--- config.mk ---
export PLATFORM = sky130hd
export DESIGN_NAME = parc_core_rob_fill_arb
export DESIGN_NICKNAME = d
export VERILOG_FILES = /design/src/rtl/parc_core_rob_pkg.sv /design/src/rtl/parc_core_rr_arb.sv /design/src/rtl/parc_core_rob_fill_arb.sv
export SDC_FILE = /design/constraint.sdc
export NUM_CORES = 1
export LEC_CHECK = 0
export ABC_AREA = 1
export BUFFER_PORTS_ARGS = -buffer_cell sky130_fd_sc_hd__buf_2
export CORE_MARGIN = 2
export CORE_UTILIZATION = 23
export DETAILED_ROUTE_END_ITERATION = 8
export GPL_TIMING_DRIVEN = 1
export PLACE_DENSITY_LB_ADDON = 0.15
export SLEW_MARGIN = 10
export SYNTH_ARGS = -nofsm -noshare
export SYNTH_HDL_FRONTEND = slang
export SYNTH_HIERARCHICAL = 1
export SYNTH_SLANG_ARGS = --single-unit
--- constraint.sdc ---
create_clock -name clk -period 8.4 [get_ports clk]
set_input_delay 0.84 -clock clk [delete_from_list [all_inputs] [get_ports clk]]
set_output_delay 0.84 -clock clk [all_outputs]
set_load 0.1 [all_outputs]
--- src/rtl/parc_core_rob_pkg.sv ---
// Shared ROB constants and writeback requester indices for the PARC core.
package parc_core_rob_pkg;

  localparam int unsigned ROB_DEPTH  = 16;
  localparam int unsigned ROB_SLOT_W = 4;
  localparam int unsigned PREG_W     = 5;
  localparam int unsigned DATA_W     = 32;

  localparam int unsigned WB_MULDIV = 0;
  localparam int unsigned WB_ALU    = 1;
  localparam int unsigned WB_MEM    = 2;

endpackage

--- src/rtl/parc_core_rr_arb.sv ---
// Combinational round-robin arbiter: scans req upward from ptr, wrapping at N.
// Returns a one-hot grant and its index. Shared with the issue scheduler.
module parc_core_rr_arb #(
  parameter int unsigned N     = 3,
  parameter int unsigned IDX_W = $clog2(N)
) (
  input  logic [N-1:0]     req,
  input  logic [IDX_W-1:0] ptr,
  output logic [N-1:0]     grant,
  output logic [IDX_W-1:0] grant_idx
);

  logic        found;
  int unsigned idx;

  always_comb begin
    grant     = '0;
    grant_idx = '0;
    found     = 1'b0;
    idx       = 0;
    for (int unsigned k = 0; k < N; k++) begin
      idx = {{(32 - IDX_W){1'b0}}, ptr} + k;
      if (idx >= N) idx = idx - N;
      if (!found && req[idx]) begin
        grant[idx] = 1'b1;
        grant_idx  = idx[IDX_W-1:0];
        found      = 1'b1;
      end
    end
  end

endmodule

--- src/rtl/parc_core_rob_fill_arb.sv ---
// Arbitrates NREQ writeback sources onto the single registered ROB fill port.
// Define PARC_ROB_FILL_FIXED_PRIO_EN for lowest-index-wins fixed priority.
module parc_core_rob_fill_arb #(
  parameter int unsigned NREQ   = 3,
  parameter int unsigned SLOT_W = parc_core_rob_pkg::ROB_SLOT_W,
  parameter int unsigned DATA_W = parc_core_rob_pkg::DATA_W
) (
  input  logic                     clk,
  input  logic                     reset,
  input  logic                     flush,
  input  logic [NREQ-1:0]          fill_req_val,
  output logic [NREQ-1:0]          fill_req_rdy,
  input  logic [NREQ*SLOT_W-1:0]   fill_req_slot,
  input  logic [NREQ*DATA_W-1:0]   fill_req_data,
  output logic                     rob_fill_val,
  output logic [SLOT_W-1:0]        rob_fill_slot,
  output logic [DATA_W-1:0]        rob_fill_data
);

  localparam int unsigned IDX_W = $clog2(NREQ);

  logic [NREQ-1:0]   buf_val_q;
  logic [SLOT_W-1:0] buf_slot_q [NREQ];
  logic [DATA_W-1:0] buf_data_q [NREQ];

  logic [NREQ-1:0]  grant;
  logic [NREQ-1:0]  accept;
  logic [IDX_W-1:0] grant_idx;
  logic [IDX_W-1:0] arb_ptr;
  logic             any_grant;

`ifdef PARC_ROB_FILL_FIXED_PRIO_EN
  // Scanning from index 0 every cycle gives lowest-index-wins priority.
  assign arb_ptr = '0;
`else
  logic [IDX_W-1:0] rr_ptr_q;

  assign arb_ptr = rr_ptr_q;

  always_ff @(posedge clk) begin
    if (reset || flush) begin
      rr_ptr_q <= '0;
    end else if (any_grant) begin
      rr_ptr_q <= (grant_idx == IDX_W'(NREQ - 1)) ? '0 : grant_idx + 1'b1;
    end
  end
`endif

  parc_core_rr_arb #(
    .N     (NREQ),
    .IDX_W (IDX_W)
  ) u_arb (
    .req       (buf_val_q),
    .ptr       (arb_ptr),
    .grant     (grant),
    .grant_idx (grant_idx)
  );

  assign any_grant = |grant;

  // A buffer being drained this cycle can take a new request at the same time.
  always_comb begin
    fill_req_rdy = '0;
    if (!reset) fill_req_rdy = flush ? '1 : (~buf_val_q | grant);
    accept = fill_req_val & fill_req_rdy;
  end

  always_ff @(posedge clk) begin
    if (reset || flush) begin
      buf_val_q <= '0;
    end else begin
      buf_val_q <= (buf_val_q & ~grant) | accept;
    end
  end

  always_ff @(posedge clk) begin
    for (int i = 0; i < int'(NREQ); i++) begin
      if (accept[i]) begin
        buf_slot_q[i] <= fill_req_slot[i*SLOT_W +: SLOT_W];
        buf_data_q[i] <= fill_req_data[i*DATA_W +: DATA_W];
      end
    end
  end

  always_ff @(posedge clk) begin
    if (reset) begin
      rob_fill_val  <= 1'b0;
      rob_fill_slot <= '0;
      rob_fill_data <= '0;
    end else begin
      rob_fill_val <= any_grant && !flush;
      if (any_grant) begin
        rob_fill_slot <= buf_slot_q[grant_idx];
        rob_fill_data <= buf_data_q[grant_idx];
      end
    end
  end

`ifndef SYNTHESIS
  always @(posedge clk) begin
    if (!reset) begin
      for (int i = 0; i < int'(NREQ); i++) begin
        for (int j = i + 1; j < int'(NREQ); j++) begin
          if (buf_val_q[i] && buf_val_q[j] && buf_slot_q[i] == buf_slot_q[j]) begin
            $error("rob_fill_arb: sources %0d and %0d hold the same slot %0d", i, j,
                   buf_slot_q[i]);
          end
        end
      end
    end
  end
`endif

endmodule

==> impl_summary.txt <==
----------------------------------------------------
[STA]
  Clock period minus worst slack ... 3770 ps
  Worst setup slack after layout ... between 4000 and 5000 ps
  Slew @ Worst Pin ... 1040 ps
  Post-route clock period utilization ... 44.8%
  Final hold violation count ... 0
  Fmax ... 265 MHz
  Final sum of negative setup slack ... 0 ps
  Relative slew margins ... 30.5%
  Unrepaired setup endpoints after global routing ... false
  Number of setup violations in the final report ... 0
  Pins over their slew limit ... 0
  Maximum clock skew at final layout ... 8.29 ps

[Clock network]
  Buffer levels on the longest clock path ... 2
  Root Driver ... sky130_fd_sc_hd__clkbuf_16
  # resized after CTS ... 0
  Clock sink count ... 150
  Clk Latency, worst-skew pair ... 410 ps
  CTS tree ... yes
  Clock transition time at the flip-flop clock pins of the worst setup and hold paths ... 70 ps
  Number of H-tree levels ... 4
  Cts bufs inserted ... 17
  Number of buffers added to fix hold violations after cts ... 0
  Buffers inserted during post-CTS setup optimization ... 0

[Routing]
  Final ANT Viol Nets ... 0
  Iter 0 DRT Violations ... around 260
  Router iterations before antenna repair ... 7
  Total via count after detailed routing ... 4,476
  Final routed DRC violation total ... 0
  Post-Route WL ... 17,300 um
  Via-to-Cell Ratio ... 4.28
  Routed wire length per instance ... ~17 um

[Placement]
  Post-DP HPWL ... between 10,000 and 15,000 um
  Port bufs ... between 150 and 200
  Setup slack at placement ... 4740 ps
  Placed cell areas ... 0.00708 mm2
  Last weighted congestion value of the routability-driven placer ... 0.733

[Floorplanning]
  Initial Utilization ... about a quarter
  Total core area ... 0.0260 mm2
  Horiz. Die Dim ... between 150 and 200 um
  Area of the die ... approximately 0.028 mm2
  Die Ht ... 166 um
  I/O pin total ... 154
  Site row count ... 59

[Critical path]
  Worst EP arrival ... 2930 ps
  Most frequent CP cell ... sky130_fd_sc_hd__nand2_1
  CP required ... between 7000 and 8000 ps
  R2R setup slack ... 4780 ps
  Maximum cell stage delay along the critical path ... 410 ps
  Crit-path slowest cell ... sky130_fd_sc_hd__ha_1
  Critical path fanouts, max ... 12
  Buffers & Inverters on Critical Path ... 6
  Capturing element type of the critical path ... primary output
  Critical path startpoint category ... flip-flop
  Category of the critical setup timing path ... flip-flop to primary output
  Kind of cell with the highest combined delay on the critical path ... buffers and inverters
  Cells along the critical path ... inv_1, ha_1, inv_2, nand2_1, nand3_1, nand2_2, nand3_1, nand2_1, inv_1, nand2_1, inv_2, nand2_1, o21ai_1, inv_1, buf_2

[Job]
  Max capacitance violation total ... 0

[Cells and area]
  Layout cell share with drive strength beyond 1 ... 32.5%
  Final nets ... 815
  Post-route cell area ... about 0.0076 mm2
  Area growth from synthesis to final layout ... 26.3%

[Global routing]
  Number of antenna violations at the first check in global routing ... 1
  Largest net degree at the start of global routing ... 50
  First-pass GRT wire length ... 27,100 um
  Via count of the first global-routing pass ... 4,771
  Overall overflow remaining after global route ... 0
  Total global routing track utilization ... 12.7%

[Logic synthesis]
  Post-synthesis cell type with the largest combined area ... sky130_fd_sc_hd__edfxtp_1
  Post-Syn Nets ... between 600 and 700
  Avg Inst Size Synth ... 11.0 um2
  Synth area leaders ... sky130_fd_sc_hd__edfxtp_1, sky130_fd_sc_hd__dfxtp_1, sky130_fd_sc_hd__nand2_1
  Count of state elements after synthesis ... 150
  Unique masters post-synth ... 23
  Post-Synthesis Cells ... 549
  Post-synth design cell area ... between 0.006 and 0.007 mm2
  Proportion of netlist area held by the largest area contributor ... 53.6%
  Yosys warnings ... 6
  Portion of the post-synthesis area used by sequential elements ... 67.5%

[Worst hold path]
  Class of the most critical hold timing path ... flip-flop to flip-flop

[Power]
  Static Leakage ... 3.19 nW
  Power per Cell Area ... about 440 mW/mm2
  Peak supply drop ... around 180 uV

[Outcome]
  Run status ... complete, no violations

----------------------------------------------------
registers in the layout, indices dropped and copies added (netlist names):
signal,cells
arb_ptr,2
buf_data_q,96
buf_slot_q,12
buf_val_q,3
rob_fill_data,32
rob_fill_slot,4
rob_fill_val,1
worst paths after layout:
| kind | from | to | depth (start not counted) |
|---|---|---|---|
| max | arb_ptr[0]$_SDFFE_PP0P_ | fill_req_rdy[2] | 15 |
| min reg2reg | rob_fill_data[13]$_SDFFE_PP0P_ | rob_fill_data[13]$_SDFFE_PP0P_ | 2 |
| max reg2reg | arb_ptr[0]$_SDFFE_PP0P_ | rob_fill_data[7]$_SDFFE_PP0P_ | 15 |
| min | rob_fill_data[13]$_SDFFE_PP0P_ | rob_fill_data[13]$_SDFFE_PP0P_ | 2 |
metal layers:
metal / vias up / global-route usage [%] / part of all wire [%]
met5: - / 0 / 0
met4: 0 / 3.00 / 1.1
met3: 20 / 3.84 / 5.9
met2: 150 / 22.4 / 50
met1: 2149 / 15.2 / 43
li1: 2157 / - / -
cell usage in the layout (no fill, tap or decap), drive strengths merged:
cell        n
clkinv      3
clkbuf     18
nand3     102
diode       1
dfxtp      42
nand4       3
inv        46
clkinvlp    2
nand2     177
a21oi      31
edfxtp    108
buf       158
nor2        9
o21ai       6
ha          4
bufinv      1
kinds of logic after synthesis:
kind of cell / share of synthesized area, %
AOI/OAI and AO/OA: 3.25
buffers and inverters: 6.20
DFF: 67.5
and+or+nand+nor: 22.3
adders and majority gates: 0.827
synth_stat cells:
master and count:
sky130_fd_sc_hd__a21oi_1 29, sky130_fd_sc_hd__a21oi_2 2, sky130_fd_sc_hd__buf_2 6, sky130_fd_sc_hd__buf_4 7, sky130_fd_sc_hd__buf_6 11, sky130_fd_sc_hd__clkbuf_1 5
sky130_fd_sc_hd__dfxtp_1 42, sky130_fd_sc_hd__edfxtp_1 108, sky130_fd_sc_hd__ha_1 4, sky130_fd_sc_hd__inv_1 29, sky130_fd_sc_hd__inv_2 7, sky130_fd_sc_hd__inv_4 1
sky130_fd_sc_hd__inv_6 1, sky130_fd_sc_hd__nand2_1 174, sky130_fd_sc_hd__nand2_2 2, sky130_fd_sc_hd__nand2_4 1, sky130_fd_sc_hd__nand3_1 82, sky130_fd_sc_hd__nand3_2 20
sky130_fd_sc_hd__nand4_1 3, sky130_fd_sc_hd__nor2_1 8, sky130_fd_sc_hd__nor2_4 1, sky130_fd_sc_hd__o21ai_1 5, sky130_fd_sc_hd__o21ai_2 1
metrics by stage:
stage / hold slack (ps) / util [%] / power [mW] / std cells
5_1_grt: 478 / 29.4 / 3.58 / 1045
4_1_cts: 463 / 29.4 / 3.41 / 1045
6_report: 463 / 29.4 / 3.36 / 1046
3_5_place_dp: 452 / 27.2 / 2.65 / 1013
2_1_floorplan: 472 / - / 2.37 / 549
3_3_place_gp: 450 / 27.2 / 2.63 / 1013
area by class of cell:
class                           count  area, um2
Clock inverter                     14        135
Multi-Input combinational cell    332       1620
Antenna cell                        1       2.50
Clock buffer                       18        429
Tap cell                          335        419
Inverter                           38        150
Fill cell                        2704      18300
Timing Repair Buffer              158        803
Sequential cell                   150       4080
worst min-delay path, cell delays in order, from the launching register on:
cell and delay, ps:
sky130_fd_sc_hd__dfxtp_1 310, sky130_fd_sc_hd__nand2_1 60, sky130_fd_sc_hd__a21oi_1 60
power by group:
part | internal (mW) | switching, mW
logic | 0.320 | 1.32
clock network | 0.416 | 0.328
registers | 0.916 | 0.0596
No activity file was read; power rests on OpenSTA's default activity.
